==> src/rtl/uart_word_loader.sv <==
// uart_word_loader: loads a framed, checksummed burst of multi-byte words from UART into a word-addressed RAM port
module uart_rx #(
    parameter int BPS = 217
) (
    input  logic       clk,
    input  logic       rst,
    input  logic       rx,
    output logic [7:0] data,
    output logic       vld
);
    typedef enum logic [1:0] {R_IDLE, R_START, R_DATA, R_STOP} rx_state_t;
    localparam logic [15:0] FULL = 16'(BPS - 1);
    localparam logic [15:0] HALF = 16'(BPS / 2 - 1);
    rx_state_t  state;
    logic [1:0]  sync;
    logic [15:0] cnt;
    logic [2:0]  idx;
    logic [7:0]  sh;
    // Two-flop synchronise the line, find the start bit, then sample each bit at its centre
    always_ff @(posedge clk) begin
        if (rst) begin
            state <= R_IDLE;
            sync  <= 2'b11;
            cnt   <= '0;
            idx   <= '0;
            sh    <= '0;
            data  <= '0;
            vld   <= 1'b0;
        end else begin
            sync <= {sync[0], rx};
            vld  <= 1'b0;
            case (state)
                R_IDLE: begin
                    cnt <= '0;
                    if (!sync[1]) state <= R_START;
                end
                R_START: begin
                    cnt <= cnt + 16'd1;
                    if (cnt == HALF) begin
                        cnt   <= '0;
                        idx   <= '0;
                        state <= sync[1] ? R_IDLE : R_DATA;
                    end
                end
                R_DATA: begin
                    cnt <= cnt + 16'd1;
                    if (cnt == FULL) begin
                        cnt <= '0;
                        sh  <= {sync[1], sh[7:1]};
                        idx <= idx + 3'd1;
                        if (idx == 3'd7) state <= R_STOP;
                    end
                end
                default: begin
                    cnt <= cnt + 16'd1;
                    if (cnt == FULL) begin
                        state <= R_IDLE;
                        data  <= sh;
                        vld   <= sync[1];
                    end
                end
            endcase
        end
    end
endmodule

module uart_tx #(
    parameter int BPS = 217
) (
    input  logic       clk,
    input  logic       rst,
    input  logic [7:0] data,
    input  logic       vld,
    output logic       rdy,
    output logic       tx
);
    localparam logic [15:0] FULL = 16'(BPS - 1);
    logic        act;
    logic [8:0]  sh;
    logic [3:0]  n;
    logic [15:0] cnt;
    assign rdy = !act;
    // Send start bit, eight data bits LSB first, then the stop bit held from the shift register
    always_ff @(posedge clk) begin
        if (rst) begin
            act <= 1'b0;
            sh  <= '0;
            n   <= '0;
            cnt <= '0;
            tx  <= 1'b1;
        end else if (!act) begin
            if (vld) begin
                act <= 1'b1;
                sh  <= {1'b1, data};
                n   <= '0;
                cnt <= '0;
                tx  <= 1'b0;
            end
        end else if (cnt == FULL) begin
            cnt <= '0;
            if (n == 4'd9) begin
                act <= 1'b0;
                tx  <= 1'b1;
            end else begin
                tx <= sh[0];
                sh <= {1'b0, sh[8:1]};
                n  <= n + 4'd1;
            end
        end else begin
            cnt <= cnt + 16'd1;
        end
    end
endmodule

module uart_word_loader #(
    parameter int BPS        = 217,
    parameter int WORD_B     = 4,
    parameter int ADDR_W     = 10,
    parameter int TO_BITS    = 200,
    parameter int BIG_ENDIAN = 1
) (
    input  logic                  clk,
    input  logic                  rst,
    input  logic                  rx,
    output logic                  tx,
    output logic                  wr_en,
    output logic [ADDR_W-1:0]     wr_addr,
    output logic [WORD_B*8-1:0]   wr_data,
    output logic                  busy,
    output logic                  done,
    output logic                  err,
    output logic [15:0]           word_cnt
);
    localparam int          W      = WORD_B * 8;
    localparam logic [23:0] LIMIT  = 24'(BPS * TO_BITS - 1);
    localparam logic [2:0]  LAST_B = 3'(WORD_B - 1);
    localparam logic [7:0]  SYNC   = 8'hA5;
    localparam logic [7:0]  ACK    = 8'h06;
    localparam logic [7:0]  NAK    = 8'h15;
    typedef enum logic [2:0] {IDLE, LEN_H, LEN_L, DATA, CSUM, RESP} state_t;
    state_t      state;
    logic [7:0]  rx_data;
    logic        rx_vld;
    logic        tx_rdy;
    logic        tx_vld;
    logic [7:0]  resp;
    logic [7:0]  sum;
    logic [15:0] len;
    logic [15:0] words;
    logic [2:0]  byte_cnt;
    logic [23:0] to_cnt;
    logic        timed;
    logic [W-1:0] next_word;

    uart_rx #(.BPS(BPS)) u_rx (.clk(clk), .rst(rst), .rx(rx), .data(rx_data), .vld(rx_vld));
    uart_tx #(.BPS(BPS)) u_tx (.clk(clk), .rst(rst), .data(resp), .vld(tx_vld), .rdy(tx_rdy), .tx(tx));

    assign busy  = state != IDLE;
    assign timed = state inside {LEN_H, LEN_L, DATA, CSUM};

    // wr_data doubles as the assembly register: after WORD_B bytes every stale bit has been shifted out
    always_comb begin
        next_word = BIG_ENDIAN != 0 ? (wr_data << 8) | W'(rx_data) : (wr_data >> 8) | (W'(rx_data) << (W - 8));
    end

    // Frame sequencer: sync, length, payload writes, checksum verdict, response handshake
    always_ff @(posedge clk) begin
        if (rst) begin
            state    <= IDLE;
            wr_en    <= 1'b0;
            wr_addr  <= '0;
            wr_data  <= '0;
            done     <= 1'b0;
            err      <= 1'b0;
            word_cnt <= '0;
            tx_vld   <= 1'b0;
            resp     <= '0;
            sum      <= '0;
            len      <= '0;
            words    <= '0;
            byte_cnt <= '0;
            to_cnt   <= '0;
        end else begin
            wr_en  <= 1'b0;
            done   <= 1'b0;
            err    <= 1'b0;
            to_cnt <= (timed && !rx_vld) ? to_cnt + 24'd1 : '0;
            if (wr_en) wr_addr <= wr_addr + 1'b1;
            if (timed && !rx_vld && to_cnt == LIMIT) begin
                resp  <= NAK;
                state <= RESP;
            end else begin
                case (state)
                    IDLE: if (rx_vld && rx_data == SYNC) begin
                        state    <= LEN_H;
                        wr_addr  <= '0;
                        sum      <= '0;
                        words    <= '0;
                        byte_cnt <= '0;
                    end
                    LEN_H: if (rx_vld) begin
                        len[15:8] <= rx_data;
                        state     <= LEN_L;
                    end
                    LEN_L: if (rx_vld) begin
                        len[7:0] <= rx_data;
                        state    <= ({len[15:8], rx_data} == 16'd0) ? CSUM : DATA;
                    end
                    DATA: if (rx_vld) begin
                        wr_data <= next_word;
                        sum     <= sum + rx_data;
                        if (byte_cnt == LAST_B) begin
                            byte_cnt <= '0;
                            wr_en    <= 1'b1;
                            words    <= words + 16'd1;
                            if (words == len - 16'd1) state <= CSUM;
                        end else begin
                            byte_cnt <= byte_cnt + 3'd1;
                        end
                    end
                    CSUM: if (rx_vld) begin
                        resp  <= (rx_data == sum) ? ACK : NAK;
                        state <= RESP;
                    end
                    RESP: if (tx_vld) begin
                        tx_vld <= 1'b0;
                        state  <= IDLE;
                    end else if (tx_rdy) begin
                        tx_vld <= 1'b1;
                        done   <= resp == ACK;
                        err    <= resp != ACK;
                        if (resp == ACK) word_cnt <= len;
                    end
                    default: state <= IDLE;
                endcase
            end
        end
    end
endmodule

==> config.mk <==
export PLATFORM = sky130hd
export DESIGN_NAME = uart_word_loader
export DESIGN_NICKNAME = d
export VERILOG_FILES = /design/src/rtl/uart_word_loader.sv
export SDC_FILE = /design/constraint.sdc
export NUM_CORES = 1
export LEC_CHECK = 0
export CAP_MARGIN = 15
export CELL_PAD_IN_SITES_DETAIL_PLACEMENT = 1
export CELL_PAD_IN_SITES_GLOBAL_PLACEMENT = 2
export CORE_ASPECT_RATIO = 0.5
export CORE_MARGIN = 3
export CORE_UTILIZATION = 37
export CTS_BUF_LIST = sky130_fd_sc_hd__clkbuf_8
export DETAILED_ROUTE_END_ITERATION = 8
export PLACE_DENSITY_LB_ADDON = 0.1
export SETUP_SLACK_MARGIN = 0.05
export SYNTH_ARGS = -nofsm -noshare
export SYNTH_HDL_FRONTEND = slang
export SYNTH_SLANG_ARGS = --single-unit
==> constraint.sdc <==
create_clock -name clk -period 3 [get_ports clk]
set_clock_uncertainty 0.15 [all_clocks]
set_input_delay 0.45 -clock clk [delete_from_list [all_inputs] [get_ports clk]]
set_output_delay 0.45 -clock clk [all_outputs]
set_load 0.01 [all_outputs]
After elaboration in Yosys (flattened, before gate mapping)

Cells that the tools add are included.

$mul: 0
Shift-type cells: 0
Div/mod/pow operators: 0
Reduce and logical (&&, ||, !) cells: 38
Add/sub/neg operators: 10
Order comparisons: 0
Bitwise operators: 10
Multiplexer cells: 65
Equality and inequality tests: 41

Operator list:

| kind                    | number |
|---|---|
| $mux W16                | 8 |
| $add A16 B1 Y16 const B | 3 |
| $pmux W16 S3            | 1 |
| $mux W3                 | 15 |
| $mux W10                | 4 |
| $mux W9                 | 4 |
| $eq A16 B8 Y1 const B   | 2 |
| $or A32 B8 Y32          | 1 |
| $pmux W16 S2            | 1 |
| $add A24 B1 Y24 const B | 1 |
| $eq A24 B16 Y1 const B  | 1 |
| $mux W5                 | 4 |
| $ne A2 B1 Y1 const B    | 9 |
| $ne A3 B1 Y1 const B    | 6 |
| $pmux W3 S6             | 1 |
| $eq A16 B16 Y1          | 1 |
| $eq A16 B7 Y1 const B   | 1 |
| $logic_not A16 Y1       | 1 |
| $mux W4                 | 4 |
| $mux W8                 | 2 |
| $pmux W8 S2             | 1 |
| $reduce_and A8 Y1       | 2 |
| $sub A16 B1 Y16 const B | 1 |
| $reduce_and A3 Y1       | 5 |
| other kinds (35)        | 85 |

Register bits: 208
Bits in latches: 0
Memories: 0
Input bits: 3
ROM bits: 0
RAM bits: 0
Output and inout bits: 63
Logic and storage cells: 193

Logic depth before layout (Yosys ltp)

Gate-level depths: netlist of the first run.

Word-level depth: 7
Depth in mapped cells: 9
Gate-level depth less buffers: 9

Hierarchy

A second synthesis of the first run with hierarchy kept.

Cells, all modules: 1114
Area total of the unflattened synthesis: 9485.3 um^2

By module, submodules not included:

| module           | cells an instance | area each (um^2) | instances | seq. area each (um^2) |
|---|---|---|---|---|
| uart_word_loader | 726               | 6095.8           | 1         | 2702.6 |
| uart_rx          | 198               | 1749.2           | 1         | 800.8 |
| uart_tx          | 190               | 1640.3           | 1         | 620.6 |

Worst setup path after synthesis of the first run

No wires, ideal clock.

Path kind: register to register
Start point: register len[2]
End point: register state[0]
Arrival time: 2.447 ns
Clock period less this slack: 2.711 ns
Path buffers: 1
Setup time: 0.115 ns
Data required time: 2.735 ns
Path slack: 0.289 ns
Stages on the path, launching flop included: 9
Cells stage by stage: dfxtp_1 -> buf_6 -> or3_4 -> or4_4 -> or3_1 -> mux2i_1 -> a2111oi_2 -> a31oi_1 -> o21a_1

Longest elaborated chain between the ends: 4

Ends and longest elaborated chain:

| element                     | RTL line | text |
|---|---|---|
| start, declared             | 148      | `logic [15:0] len;` |
| start signal, assigned      | 206      | `len[7:0] <= rx_data;` |
| $sub A16 B1 Y16             | 216      | `if (words == len - 16'd1) state <= CSUM;` |
| $eq A16 B16 Y1              | 216      |  |
| $ne A3 B1 Y1 (no line)      | -        |  |
| $reduce_and A8 Y1 (no line) | -        |  |
| end signal, assigned        | 207      | `state <= ({len[15:8], rx_data} == 16'd0) ? CSUM : DATA;` |
| end, declared               | 141      | `state_t state;` |

Every way passes these cells.
A chain may end at the register's enable or synchronous reset.

Final worst setup path of the first run

Ends and elaborated chain as after synthesis.

==> metrics.txt, run 1 <==
status=completed; min-delay src=rst; Detail Placement HPWL=18300 um; CP Launch Type=flop; critical path's slowest cell=a2111oi_4; GRT Total Usage=18.8%; RD Place Congestion=0.824; Final #Nets=1217; Overflow after GRT=0; leading area contributor after synthesis=dfxtp_1; H-tree depth=1; most frequent cells in the layout=dfxtp_1 (206), nor2_1 (170), nand2_1 (144), a21oi_1 (89), clkdlybuf4s50_1 (64); Routed WL=25800 um; count of cell types in the netlist=64; final non-filler cell total=1541; Reg area=4120 um2; CTS clk-pin slew, worst paths=70 ps; via count=7988; TritonCTS clock tree=done; ANT cells=0; Die Area=27700 um2; Max Cap Viol=0; Final Setup Violations=0; CTS Buf Count=31; ys async rst share=0%; CP max stage delay=440 ps; Multi-input gate area=4900 um2; Longest Clk Path Bufs=3; FP Rows=40; Root Driver=clkbuf_8; sequential-to-total area share from yosys stat=43.6%; area of the core=24600 um2; hold path cells=2; maximum number of pins on one net before global-route repair=55; PortBufs=65; M3 GR Usage=3.78%; Synth Instances=1138; RSZ-0062 raised after global routing=no; P per Cell Area=501 nW/um2; kind of critical path=reg -> reg; Peak VDD IR=0.000242 V; Finished Core Util=44.8%; CP Launch Point=len[2]$_SDFFE_PP0P_; first-pass GRT wire length=42900 um; post-synth top area share=43.6%; Hold Vio Cnt, Final=0; initial antenna violation count=0; FF-to-FF End=state[0]$_SDFFE_PP0P_; Slew Limit Fails=0; die height=119 um; met1 Use GR=26.4%; gr busiest metal=met2; setup tns final=0 ps; R2R Setup Slk=210 ps; drt pass-1 iters=5; Die Span X=232 um; Main synth FF type=dfxtp_1; WP data required=3330 ps; DRC viols=0; Layout area overhead=16.2%; transition time at the pin with the least slew margin=1030 ps; leakage power=3.93 nW; worst r2r src=len[2]$_SDFFE_PP0P_; Worst path top cell family by delay=compound AO/OA/AOI/OAI gates; Final Cycle Share=93.1%; Post-Syn Nets=1167; Tot Pwr=5.51 mW; CP endpoint kind=flop; hold slack=145 ps; share of cells above drive strength 1=8.22%; YS warnings=0; clk sinks=206; Crit. path cell count=7; io pins=66; initial core utilization=38.5%; buffers plus inverters on the worst setup path=0; synthesized cell area=9460 um2; CP cell instances=or3_4, or3_1, a2111oi_2, o2111ai_1, a2111oi_4, a31oi_2, o21a_1; CTS Hold Bufs=0; Routed WL per cell=16.8 um; synth top area cells=dfxtp_1 (44%), nor2_1 (6.8%), nand2_1 (5.7%); Vias/cell=5.18; Fillers=2942; post-synthesis register bit count=206; Achievable Freq=0.358 GHz; Placed Cells=1491; Min-Delay Path Class=in -> reg; antenna-violating nets left=0; post-route minimum period=2790 ps; vias in the first global route=8244; critical path arrival=3130 ps; normalized max-slew margin=31.0%; worst r2r path cells=7; leading cell type in the layout, fill and taps excluded=dfxtp_1; Worst setup endpoint=state[0]$_SDFFE_PP0P_; CP max FO=4; EDFF count, synth=0; Syn Area/Cell=8.32 um2; number of DRC markers in iteration 0=401; Clk Latency, worst-skew pair=580 ps; met2 Use GR=30.2%
[sequential cells by signal, summed over array words and instances (netlist names), 3 cells and up]
signal	count
sum	8
u_rx.idx	3
u_tx.cnt	16
u_rx.data	8
state	3
len	16
wr_addr	10
words	16
resp	3
to_cnt	24
u_rx.cnt	16
u_tx.sh	9
word_cnt	16
u_rx.sh	8
wr_data	32
u_tx.n	4
byte_cnt	3
[report_power, final]
group / switching, mW / internal, mW
Clock: 1.10 / 1.13
Combinational: 0.298 / 0.174
Sequential: 0.0442 / 2.77
[stage by stage]
step / setup WS, ps / area [um2]
3_5_place_dp: 159 / 10400
4_1_cts: 165 / 11000
6_report: 207 / 11000
3_3_place_gp: 200 / 10400
2_1_floorplan: 289 / 9460
5_1_grt: 104 / 11000
[worst min path at each step]
stage / endpoint / slack (ps)
final: words[0]$_SDFFE_PP0P_ / 140
after detailed placement: u_rx.sync[1]$_SDFF_PP1_ / 260
after floorplan: u_rx.sync[1]$_SDFF_PP1_ / 240
after CTS: words[0]$_SDFFE_PP0P_ / 120
after global placement: u_rx.sync[1]$_SDFF_PP1_ / 250
after global routing: sum[4]$_SDFFE_PP0P_ / 130
[cells by family after synthesis]
group / Yosys count / share of synthesized area [%]
xor+xnor: 76 / 7.03
fa+ha+maj: 26 / 3.52
buf+inv: 101 / 5.08
mux: 40 / 4.24
flops: 206 / 43.6
simple gates: 515 / 25.4
compound gates: 174 / 11.2
[layout make-up]
cell class | count | area share [%]
sequential | 206 | 37.5
timing repair buffer | 96 | 8.12
clock inverter | 12 | 0.489
multi-input combinational | 831 | 44.6
tap | 336 | 3.82
inverter | 22 | 0.751
clock buffer | 38 | 4.75
[layer usage]
| metal | up-vias | share of wire (%) |
|---|---|---|
| met5 | - | 0 |
| met4 | 0 | 1.3 |
| met3 | 29 | 4.0 |
| met2 | 112 | 44 |
| met1 | 3878 | 50 |
| li1 | 3969 | - |
[synthesized netlist by cell type, types with 19 or more instances]
cell / count
dfxtp_1: 206
nor2_1: 171
nand2_1: 144
a21oi_1: 89
nand3_1: 55
xor2_1: 51
clkbuf_1: 50
mux2i_1: 39
nor3_1: 28
ha_1: 25
xnor2_1: 25
buf_4: 24
o21ai_0: 23
inv_1: 22
nand4_1: 19
[timing repair]
item | 4_1_cts | 5_1_grt
setup endpoints to repair | 0 | 6
setup buffers | 0 | 0
gates resized for setup | 0 | 6
[worst reg2reg max path, delay by kind of cell, from the launching register on]
kind / cells / cell delay, ps
AO/OA/AOI/OAI: 5 / 1440
AND/OR/NAND/NOR: 2 / 810
flip-flops: 1 / 310
Note: power is estimated with default switching activity, not from simulation.
==> run 2, diff against run 1 <==
--- a/config.mk
+++ b/config.mk
@@ -5,7 +5,6 @@
 export SDC_FILE = /design/constraint.sdc
 export NUM_CORES = 1
 export LEC_CHECK = 0
-export CAP_MARGIN = 15
 export CELL_PAD_IN_SITES_DETAIL_PLACEMENT = 1
 export CELL_PAD_IN_SITES_GLOBAL_PLACEMENT = 2
 export CORE_ASPECT_RATIO = 0.5
==> results of run 2 <==
Final layout, timing and power as in run 1 (identical DEF).
